## config.mk

```make
export PLATFORM = sky130hd
export DESIGN_NAME = tow_round_arbiter
export DESIGN_NICKNAME = d
export VERILOG_FILES = /design/src/rtl/tow_pkg.sv /design/src/rtl/tow_tick_counter.sv /design/src/rtl/tow_round_arbiter.sv
export SDC_FILE = /design/constraint.sdc
export NUM_CORES = 1
export LEC_CHECK = 0
export BUFFER_PORTS_ARGS = -buffer_cell sky130_fd_sc_hd__buf_2
export CAP_MARGIN = 20
export CORE_ASPECT_RATIO = 0.8
export CORE_MARGIN = 4
export CORE_UTILIZATION = 35
export CTS_BUF_LIST = sky130_fd_sc_hd__clkbuf_2 sky130_fd_sc_hd__clkbuf_4 sky130_fd_sc_hd__clkbuf_8
export CTS_CLUSTER_SIZE = 10
export DETAILED_ROUTE_END_ITERATION = 6
export SETUP_SLACK_MARGIN = 0.02
export SLEW_MARGIN = 15
export SYNTH_ARGS = -nofsm -noshare
export SYNTH_HDL_FRONTEND = slang
export SYNTH_SLANG_ARGS = --single-unit
```

## constraint.sdc

```tcl
create_clock -name clk -period 2.8 [get_ports clk]
set_clock_uncertainty 0.1 [all_clocks]
set_input_delay 0.84 -clock clk [delete_from_list [all_inputs] [get_ports clk]]
set_output_delay 0.84 -clock clk [all_outputs]
set_load 0.01 [all_outputs]
```

## src/rtl/tow_pkg.sv

```systemverilog
// rtl/tow_pkg.sv - shared types and defaults for the tug-of-war round arbiter
package tow_pkg;

  localparam int CNT_W             = 5;
  localparam int MIN_DELAY_DEF     = 2;
  localparam int TIMEOUT_TICKS_DEF = 8;
  localparam int RAND_W_DEF        = 4;

  localparam logic [1:0] ST_IDLE = 2'd0;
  localparam logic [1:0] ST_ARM  = 2'd1;
  localparam logic [1:0] ST_LIT  = 2'd2;
  localparam logic [1:0] ST_DONE = 2'd3;

  typedef enum logic [1:0] {
    IDLE = ST_IDLE,
    ARM  = ST_ARM,
    LIT  = ST_LIT,
    DONE = ST_DONE
  } state_t;

endpackage

```

## src/rtl/tow_tick_counter.sv

```systemverilog
// rtl/tow_tick_counter.sv - loadable slowen-driven down-counter with is_one flag
module tow_tick_counter
  import tow_pkg::*;
(
  input  logic             clk,
  input  logic             rst,
  input  logic             load_i,
  input  logic [CNT_W-1:0] load_val_i,
  input  logic             dec_i,
  output logic             is_one_o
);

  logic [CNT_W-1:0] cnt_q, cnt_d;

  always_comb begin
    cnt_d = cnt_q;
    if (load_i) begin
      cnt_d = load_val_i;
    end else if (dec_i && (cnt_q != '0)) begin
      cnt_d = cnt_q - 1'b1;
    end
  end

  always_ff @(posedge clk or negedge rst) begin
    if (!rst) begin
      cnt_q <= '0;
    end else begin
      cnt_q <= cnt_d;
    end
  end

  assign is_one_o = (cnt_q == CNT_W'(1));

endmodule

```

## src/rtl/tow_round_arbiter.sv

```systemverilog
// rtl/tow_round_arbiter.sv - round sequencer: random arm delay, LED window, push arbitration
module tow_round_arbiter
  import tow_pkg::*;
#(
  parameter int MIN_DELAY     = MIN_DELAY_DEF,
  parameter int TIMEOUT_TICKS = TIMEOUT_TICKS_DEF,
  parameter int RAND_W        = RAND_W_DEF
) (
  input  logic              clk,
  input  logic              rst,
  input  logic              slowen,
  input  logic              start_rnd,
  input  logic [RAND_W-1:0] rand_delay,
  input  logic              pbl_p,
  input  logic              pbr_p,
  output logic              leds_on,
  output logic              busy,
  output logic              winl,
  output logic              winr,
  output logic              tie,
  output logic              foul,
  output logic              round_done
);

  localparam logic [CNT_W-1:0] MIN_CNT     = CNT_W'(MIN_DELAY);
  localparam logic [CNT_W-1:0] TIMEOUT_CNT = CNT_W'(TIMEOUT_TICKS);

  state_t           state_q, state_d;
  logic             cnt_load, cnt_dec, cnt_is_one;
  logic [CNT_W-1:0] cnt_load_val;
  logic             winl_d, winr_d, tie_d, foul_d;
  logic             leds_on_q, busy_q, winl_q, winr_q, tie_q, foul_q, round_done_q;

  tow_tick_counter u_cnt (
    .clk        (clk),
    .rst        (rst),
    .load_i     (cnt_load),
    .load_val_i (cnt_load_val),
    .dec_i      (cnt_dec),
    .is_one_o   (cnt_is_one)
  );

  // Pushes are tested before slowen so a push always beats a coincident tick.
  always_comb begin
    state_d      = state_q;
    cnt_load     = 1'b0;
    cnt_load_val = '0;
    cnt_dec      = 1'b0;
    winl_d       = 1'b0;
    winr_d       = 1'b0;
    tie_d        = 1'b0;
    foul_d       = 1'b0;
    case (state_q)
      IDLE: begin
        if (start_rnd) begin
          state_d      = ARM;
          cnt_load     = 1'b1;
          cnt_load_val = MIN_CNT + CNT_W'(rand_delay);
        end
      end
      ARM: begin
        if (pbl_p && pbr_p) begin
          state_d = DONE;
          tie_d   = 1'b1;
          foul_d  = 1'b1;
        end else if (pbl_p) begin
          state_d = DONE;
          winr_d  = 1'b1;
          foul_d  = 1'b1;
        end else if (pbr_p) begin
          state_d = DONE;
          winl_d  = 1'b1;
          foul_d  = 1'b1;
        end else if (slowen) begin
          if (cnt_is_one) begin
            state_d      = LIT;
            cnt_load     = 1'b1;
            cnt_load_val = TIMEOUT_CNT;
          end else begin
            cnt_dec = 1'b1;
          end
        end
      end
      LIT: begin
        if (pbl_p && pbr_p) begin
          state_d = DONE;
          tie_d   = 1'b1;
        end else if (pbl_p) begin
          state_d = DONE;
          winl_d  = 1'b1;
        end else if (pbr_p) begin
          state_d = DONE;
          winr_d  = 1'b1;
        end else if (slowen) begin
          if (cnt_is_one) begin
            state_d = DONE;
            tie_d   = 1'b1;
          end else begin
            cnt_dec = 1'b1;
          end
        end
      end
      DONE: begin
        state_d = IDLE;
      end
      default: begin
        state_d = IDLE;
      end
    endcase
  end

  // Outputs are registered from next-state so they line up with state_q.
  always_ff @(posedge clk or negedge rst) begin
    if (!rst) begin
      state_q      <= IDLE;
      leds_on_q    <= 1'b0;
      busy_q       <= 1'b0;
      winl_q       <= 1'b0;
      winr_q       <= 1'b0;
      tie_q        <= 1'b0;
      foul_q       <= 1'b0;
      round_done_q <= 1'b0;
    end else begin
      state_q      <= state_d;
      leds_on_q    <= (state_d == LIT);
      busy_q       <= (state_d != IDLE);
      winl_q       <= winl_d;
      winr_q       <= winr_d;
      tie_q        <= tie_d;
      foul_q       <= foul_d;
      round_done_q <= winl_d | winr_d | tie_d;
    end
  end

  assign leds_on    = leds_on_q;
  assign busy       = busy_q;
  assign winl       = winl_q;
  assign winr       = winr_q;
  assign tie        = tie_q;
  assign foul       = foul_q;
  assign round_done = round_done_q;

endmodule

```

==> summary.txt <==
Status - completed
Startpoint type of the worst setup path - register
VDD IR-drop max - 0.000354 V
Floorplan row count - 16
Core ar. - 2480 um2
Worst EP required - 2.87 ns
Post CTS Setup Buffer Count - 0
Reg clk slew, reported paths - 0.08 ns
H-tree Lvls - 1
RR Startpoint - state_q[1]$_DFF_PN0_
Maximum clock insertion buffer count - 2
Initial antenna violation count - 0
Total GRT Usage - 12.0%
Root Driver - clkbuf_4
Leak - 0.510 nW
Final Setup Violations - 0
RSZ-0062 raised after global routing - no
# Max-Cap Violations - 0
PwrDens - 948 nW/um2
Largest net degree at the start of global routing - 15
Routed len/inst - 12.2 um
R2R Path End - u_cnt.cnt_q[3]$_DFFE_PN0P_
Combinational Power Share - 53.7%
Sw power - 420 uW
Slew HR - 73.1%
Antenna viol nets, final - 0
HPWL after detailed placement - 1440 um
Fill count - 265
Min-delay worst type - in2async
Worst EP arrival - 2.07 ns
Final #Nets - 132
FFs w/ async S/R, synth - 100%
Port buffer count - 16
Crit. End Element - register
Mapped Cells - 96
Storage element area - 350 um2
Multi-input logic area - 537 um2
Clock share of power - 11.2%
Final Max Slew Viols - 0
Most frequent cells in the layout - buf_2 (16), dfrtp_1 (14), nand2_1 (8)
Layout area overhead - 14.3%
FF+latch count, synth - 14
Clock sink count - 14
DR vias - 768
EDFF count, synth - 0
Tmin final - 2.00 ns
Setup Total Neg Slack - 0 ns
Cell Int Power - 585 uW
Die area - 3550 um2
Syn_area_per_cell - 9.67 um2
Worst Max-Slew Pin Slew - 0.401 ns
Reg2reg path depth - 6
Ports - 17
Post-synthesis net count - 113
Die H - 54.1 um
Total CTS buffers - 3
Seq/Total Area, Yosys - 37.7%
Commonest non-fill, non-tap cell in the layout - buf_2
Cell variety after synth - 40
Vias per cell - 5.15
FMAX - 500 MHz
Gr ovfl total - 0
Clock Latency Late Sink - 0.28 ns
CTS tree - yes
Initial DRC Count - 24
R2R Setup Slk - 0.80 ns
GP Congestion - 0.799
Drt pass-1 iters - 4
Final hold viol count - 0
Share of cells above drive strength 1 - 24.8%
Sw Share - 41.8%
Die X - 65.6 um
First-pass GRT wire length - 3160 um
Reg power frac - 35.1%
Pwr Total - 1.01 mW
DRC - 0
Resized Gates After CTS - 0
Vias in the first global route - 708
Setup Crit Path Kind - reg2reg
Synth warn - 0
Post-Syn Area - 928 um2
Starting Density - 37.4%
Critical path peak fanout - 6
Post-cts hold buffer count - 0
Fin crit share - 71.4%
DRT Wirelength - 1820 um
N_diodes - 0
Commonest register cell after synthesis - dfrtp_1
[per-layer routing]
| layer | vias up | track usage, % | part of all wire, % | wire (um) |
|---|---|---|---|---|
| met3 | 4 | 4.80 | 6.5 | 118 |
| met4 | 0 | 4.14 | 1.5 | 27 |
| met2 | 17 | 19.3 | 44 | 803 |
| met5 | - | 0 | 0 | 0 |
| li1 | 379 | - | - | - |
| met1 | 368 | 14.8 | 48 | 873 |
[flip-flops by register name, indices dropped and copies added, names as in the netlist]
name / flops
winl: 1
busy: 1
winr: 1
leds_on: 1
foul: 1
round_done: 1
tie: 1
u_cnt.cnt_q: 5
state_q: 2
[per-stage QoR]
stage	hold slack (ns)	area [um2]	worst slack, ns	util, %	instances
global placement	0.431	1040	0.575	41.8	146
detailed placement	0.447	1040	0.555	41.8	146
floorplan	0.405	928	0.679	-	96
finish	0.338	1060	0.800	42.7	149
global route	0.344	1060	0.617	42.7	149
CTS	0.352	1060	0.801	42.7	149
[critical path, stage by stage (launching register included)]
cell,delay [ns]
dfrtp_1,0.39
inv_1,0.08
ha_1,0.35
and4bb_1,0.30
a21boi_2,0.33
nand2b_1,0.09
o221a_1,0.25
[cells by family after synthesis]
| kind of cell | count (synthesis) | synth area share, % |
|---|---|---|
| fa+ha+maj | 7 | 9.43 |
| simple gates | 38 | 24.1 |
| buf+inv | 9 | 4.45 |
| xor+xnor | 1 | 0.944 |
| flops | 14 | 37.7 |
| compound gates | 27 | 23.3 |
[final cells by class]
type / count / share of cell area (%)
clock buffer: 3 / 2.12
inverter: 7 / 2.48
multi-input combinational: 73 / 50.6
sequential: 14 / 33.0
tap: 36 / 4.25
timing repair buffer: 16 / 7.55
[power by group through the flow]
stage,logic (mW),clock network [mW],registers (mW)
2_1_floorplan,0.403,0,0.363
3_3_place_gp,0.539,0,0.355
3_5_place_dp,0.545,0,0.356
4_1_cts,0.547,0.119,0.353
5_1_grt,0.617,0.133,0.365
6_report,0.541,0.112,0.353
[how the worst max path moves through the flow]
stage | from | to | slack, ns | cells after the start
after global routing | state_q[1]$_DFF_PN0_ | u_cnt.cnt_q[3]$_DFFE_PN0P_ | 0.62 | 6
after floorplan | pbl_p | u_cnt.cnt_q[4]$_DFFE_PN0P_ | 0.68 | 5
after CTS | state_q[1]$_DFF_PN0_ | u_cnt.cnt_q[3]$_DFFE_PN0P_ | 0.80 | 6
after global placement | pbr_p | u_cnt.cnt_q[4]$_DFFE_PN0P_ | 0.58 | 5
final | state_q[1]$_DFF_PN0_ | u_cnt.cnt_q[3]$_DFFE_PN0P_ | 0.80 | 6
after detailed placement | pbr_p | u_cnt.cnt_q[4]$_DFFE_PN0P_ | 0.55 | 5
[synthesized netlist by cell type (all sizes together), types with 2 or more instances]
master | instances | share of area [%]
a21oi | 5 | 2.7
nand2b | 3 | 2.3
a211oi | 2 | 1.6
dfrtp | 14 | 38
o21a | 2 | 1.6
nand2 | 8 | 3.2
nand3 | 3 | 1.6
nor2 | 4 | 1.6
ha | 7 | 9.4
o22a | 2 | 1.9
a21boi | 3 | 2.8
inv | 7 | 2.8
o21ai | 5 | 3.1
and2 | 3 | 2.0
and3 | 2 | 1.3
nor2b | 3 | 2.0
nand3b | 2 | 1.6
nand4 | 3 | 2.0
nor3 | 3 | 2.2
No activity file was read; power rests on OpenSTA's default activity.
